--- src/rtl/pipe_stall_ctrl.sv ---
// Stall/flush sequencer for the 5-stage RV32I pipeline: global stall, load-use bubbles, reset flush.
// Optional saturating perf counters are built only when STALL_CTRL_PERF_EN is defined.
module pipe_stall_ctrl #(
  parameter int RST_CYCLES = 4,
  parameter int CNT_W      = 32
) (
  input  logic             clk,
  input  logic             rst_n,
  input  logic             cpu_start,
  input  logic             stall_req,
  input  logic             jmp_purge_ex,
  input  logic [4:0]       inst_rs1_id,
  input  logic [4:0]       inst_rs2_id,
  input  logic             inst_rs1_valid,
  input  logic             inst_rs2_valid,
  input  logic             cmd_ld_ex,
  input  logic [4:0]       rd_adr_ex,
  input  logic             wbk_rd_reg_ex,
  output logic             rst_pipe,
  output logic             stall,
  output logic             stall_1shot,
  output logic             stall_dly,
  output logic             stall_ld,
  output logic             stall_ld_ex,
  output logic             stall_ld_ma,
  output logic [CNT_W-1:0] perf_stall_cnt,
  output logic [CNT_W-1:0] perf_ld_cnt
);

  localparam int CW = (RST_CYCLES > 1) ? $clog2(RST_CYCLES) : 1;
  localparam logic [CW-1:0] CNT_INIT = CW'(RST_CYCLES - 1);

  typedef enum logic [1:0] {
    S_RST   = 2'd0,
    S_RUN   = 2'd1,
    S_STALL = 2'd2
  } state_t;

  state_t        state, state_nxt;
  logic [CW-1:0] cnt, cnt_nxt;
  logic          hazard;

  always_ff @(posedge clk or negedge rst_n) begin
    if (!rst_n) begin
      state <= S_RST;
      cnt   <= CNT_INIT;
    end else begin
      state <= state_nxt;
      cnt   <= cnt_nxt;
    end
  end

  // cpu_start always wins: it reloads the flush length from any state.
  always_comb begin
    state_nxt = state;
    cnt_nxt   = cnt;
    case (state)
      S_RST: begin
        if (cpu_start) begin
          cnt_nxt = CNT_INIT;
        end else if (cnt == '0) begin
          state_nxt = S_RUN;
        end else begin
          cnt_nxt = cnt - CW'(1);
        end
      end
      S_RUN: begin
        if (cpu_start) begin
          state_nxt = S_RST;
          cnt_nxt   = CNT_INIT;
        end else if (stall_req) begin
          state_nxt = S_STALL;
        end
      end
      S_STALL: begin
        if (cpu_start) begin
          state_nxt = S_RST;
          cnt_nxt   = CNT_INIT;
        end else if (!stall_req) begin
          state_nxt = S_RUN;
        end
      end
      default: begin
        state_nxt = S_RST;
        cnt_nxt   = CNT_INIT;
      end
    endcase
  end

  assign rst_pipe    = (state == S_RST);
  assign stall       = (state == S_STALL);
  assign stall_1shot = stall & ~stall_dly;

  assign hazard = cmd_ld_ex & wbk_rd_reg_ex & (rd_adr_ex != 5'd0)
                & ((inst_rs1_valid & (inst_rs1_id == rd_adr_ex))
                 | (inst_rs2_valid & (inst_rs2_id == rd_adr_ex)));

  // Blocking on stall_ld_ex keeps a hazard to a single bubble.
  assign stall_ld = hazard & (state == S_RUN) & ~stall & ~stall_ld_ex & ~jmp_purge_ex;

  always_ff @(posedge clk or negedge rst_n) begin
    if (!rst_n) begin
      stall_dly   <= 1'b0;
      stall_ld_ex <= 1'b0;
      stall_ld_ma <= 1'b0;
    end else begin
      stall_dly <= stall;
      if (rst_pipe) begin
        stall_ld_ex <= 1'b0;
        stall_ld_ma <= 1'b0;
      end else if (!stall) begin
        stall_ld_ex <= stall_ld;
        stall_ld_ma <= stall_ld_ex;
      end
    end
  end

`ifdef STALL_CTRL_PERF_EN
  logic [CNT_W-1:0] stall_cnt_q, ld_cnt_q;

  // Counters survive pipeline flushes; only rst_n clears them.
  always_ff @(posedge clk or negedge rst_n) begin
    if (!rst_n) begin
      stall_cnt_q <= '0;
      ld_cnt_q    <= '0;
    end else begin
      if (stall && !(&stall_cnt_q)) stall_cnt_q <= stall_cnt_q + CNT_W'(1);
      if (stall_ld && !(&ld_cnt_q)) ld_cnt_q <= ld_cnt_q + CNT_W'(1);
    end
  end

  assign perf_stall_cnt = stall_cnt_q;
  assign perf_ld_cnt    = ld_cnt_q;
`else
  assign perf_stall_cnt = '0;
  assign perf_ld_cnt    = '0;
`endif

endmodule

--- config.mk ---
export PLATFORM = sky130hd
export DESIGN_NAME = pipe_stall_ctrl
export DESIGN_NICKNAME = d
export VERILOG_FILES = /design/src/rtl/pipe_stall_ctrl.sv
export SDC_FILE = /design/constraint.sdc
export NUM_CORES = 1
export LEC_CHECK = 0
export BUFFER_PORTS_ARGS = -buffer_cell sky130_fd_sc_hd__buf_4
export CORE_MARGIN = 2
export CORE_UTILIZATION = 24
export DETAILED_ROUTE_END_ITERATION = 16
export SYNTH_ARGS = -nofsm -noshare
export SYNTH_HDL_FRONTEND = slang
export SYNTH_SLANG_ARGS = --single-unit
--- constraint.sdc ---
create_clock -name clk -period 2.1 [get_ports clk]
set_input_delay 0.42 -clock clk [delete_from_list [all_inputs] [get_ports clk]]
set_output_delay 0.42 -clock clk [all_outputs]
set_load 0.1 [all_outputs]
==> metrics.cfg <==
[global_route]
grtUsageTotal_pct = 6.394
grt_overflow_total = 0
grt_max_degree = 11
grt_pass1_vias = 560
grt_pass1_wl_um = 2477
antenna_found_initial = 0

[placement]
place.gp.congestion = 0.7917
port_buffers = 30
dpl.hpwl_um = 1569
place_area_um2 = 1186
dpl.cell_count = 215

[outcome]
outcome = finished clean

[setup_path]
critPathKind = flip-flop to primary output
r2r_slack_ps = 500
worst-path-max-fanout = 4
start_kind = flip-flop
slowest_delay_ps = 440
path_cells = ha_4 > nand4b_1 > nor3_2 > o21ai_2 > nor2_4 > buf_12
setup.worst_path.end_class = primary output
cp.required_ps = 1680
arrival_ps = 1630
worst_path_max_delay_cell = dfrtp_2

[synthesis]
ys_ff_latch = 7
postSynthCellCount = 130
yosys.area_share.adder_pct = 6.977
synth_xor_xnor_area_share_pct = 8.140
synth_top_family_by_area = buffers and inverters
avgSynthCellArea_um2 = 8.277
synthMuxAreaShare_pct = 1.047
yosys_warnings = 0
synth_edf_count = 0
netlist_area_um2 = 1076
ys_seq_area_share_pct = 16.51
yosys.area_share.simple_pct = 11.86
synth.distinct_cells = 28
synth_compound_area_share_pct = 8.372
synth_flop_cell = dfrtp_1
ys_async_sr_fraction_pct = 100.0

[sta]
timing.final.crit_share_pct = 97.63
rsz0062_at_grt = true
final_hold_viol_count = 0
finalWorstPathRequiredPeriod_ps = 2050
whs_ps = 434.5
maxSlewViolCount = 0
setup_violations = 0
finClkSkew_ps = 2.399
fmax_ghz = 0.4878

[detailed_routing]
vias = 780
dr.pass1.iters = 4
wl_um = 1834
ant_nets = 0
initialDrtViolationCount = 24
wire_per_inst_um = 8.224
vias_per_cell = 3.498
drc = 0

[clocking]
clk_path_buf_depth = 2
clock_latency_ps = 230
clkTransAtPathRegs_ps = 40
clock-root-buffer = clkbuf_8
cts_htree_levels = 1
cts_tree = built
tritoncts_num_sinks = 7
cts_buffers = 3

[pwr]
peakVddDrop_uv = 308.2
p_comb_share_pct = 74.6
power.share.clock_pct = 12.2
power_switching_mw = 1.001
power_density_nw_per_um2 = 1222
swShare_pct = 63.28
p_leak_nw = 0.6859
power_mw = 1.582
p_int_uw = 580.9
seqPwrFrac_pct = 13.2

[floorplan]
fp.dieH_um = 70.96
pin_count = 95
core_area_um2 = 4324
start_util_pct = 24.88
die_area_um2 = 5035
fp-row-count = 24
dieWidth_um = 70.96

[finish]
synthToLayoutAreaGrowth_pct = 20.35
stdcell_area_um2 = 1295
drive_gt1_share_pct = 32.75
fillers = 486
fin_cells = 223
nets = 202
antenna_cells = 0

[flow_run]
maxCapViolations = 0

[hold_path]
min_path_type = input pin to flip-flop

## stage by stage
stage          setup WS [ps]  utilization, %  setup TNS (ps)
6_report               49.84           29.95               0
5_1_grt               -65.66           29.95          -65.66
4_1_cts                4.128           28.88               0
3_5_place_dp           60.20           27.43               0
3_3_place_gp           77.45           27.43               0
2_1_floorplan         -33.57               -          -33.57
## area by class of cell
cell class / instances / area, µm² / area share, %
multi-input cells: 116 / 679.4 / 52.46
flip-flops and latches: 7 / 178.9 / 13.82
clock buffers: 4 / 45.04 / 3.478
repair buffers: 39 / 307.8 / 23.77
well taps: 52 / 65.06 / 5.024
inverters: 5 / 18.77 / 1.449
## metal layers
layer	routed length, µm	track usage [%]
met5	0	0
met4	45	5.031
met3	214	1.425
met2	934	10.49
met1	639	7.112
## repair_timing
action	in CTS	in global routing
endpoints found under the hold margin	0	2
pin swaps	0	2
hold buffers	0	1
gates resized for setup	4	5
endpoints found under the setup margin	1	1
buffers inserted	0	3
## state kept, by name (all words and copies together), names as in the netlist
name,flops
cnt,2
state,2
stall_dly,1
stall_ld_ex,1
stall_ld_ma,1
## power by group through the flow
stage          clock, mW  combinational [mW]  sequential [mW]
5_1_grt            0.212                1.24            0.213
2_1_floorplan          0                1.03            0.231
3_5_place_dp           0                1.12            0.210
6_report           0.193                1.18            0.209
3_3_place_gp           0                1.12            0.208
4_1_cts            0.200                1.13            0.209
## synthesized netlist by cell type (all sizes together) (2+ instances only)
master,n,share of area [%]
a21oi,5,2.3
buf,64,45
dfrtp,5,12
dfstp,2,4.9
ha,6,7.0
inv,5,1.7
nand2,3,1.0
nand2b,4,2.3
nor2,4,1.4
nor3,2,0.93
nor4,2,1.7
o21ai,6,3.1
xnor2,2,1.6
xor2,8,6.5
## critical path: cells and delay by family, from the launching register on
kind	cells	cell delay [ps]
compound gates	1	100
flops	1	440
simple gates	3	510
fa+ha+maj	1	170
buf+inv	1	180
## logic make-up after synthesis
kind of cell | after synthesis
multiplexers | 1
other | 1
flip-flops | 7
buffers and inverters | 70
XOR/XNOR | 10
AO/OA/AOI/OAI | 14
AND/OR/NAND/NOR | 21
adder cells (fa/ha/maj) | 6
## placed cells by master, fill, tap and decap left out, drive strengths merged
master | Yosys | layout
nand2 | 3 | 3
o41ai | 1 | 1
nor3 | 2 | 2
a21oi | 5 | 5
nor2b | 1 | 1
clkbuf | 1 | 4
nor2 | 4 | 4
nor4bb | 1 | 1
dfstp | 2 | 2
a31oi | 1 | 1
mux2 | 1 | 1
o21ai | 6 | 6
ha | 6 | 6
dlygate4sd3 | 0 | 1
nor4b | 1 | 1
nor4 | 2 | 2
nand4b | 1 | 1
xnor2 | 2 | 2
buf | 64 | 38
a32oi | 1 | 1
xor2 | 8 | 8
dfrtp | 5 | 5
or4 | 1 | 1
conb | 1 | 64
nand2b | 4 | 4
and2 | 1 | 1
inv | 5 | 5
## final timing paths
check | start | endpoint | cells past startpoint
min in group asynchronous | rst_n | stall_ld_ex | 2
worst min register to register | stall_ld_ma | stall_ld_ma | 2
worst max-delay path | state[1] | stall_ld | 6
max in group asynchronous | rst_n | cnt[1] | 2
worst min-delay path | cpu_start | state[1] | 2
worst max register to register | state[1] | stall_ld_ex | 6
No activity file was read; power rests on OpenSTA's default activity.
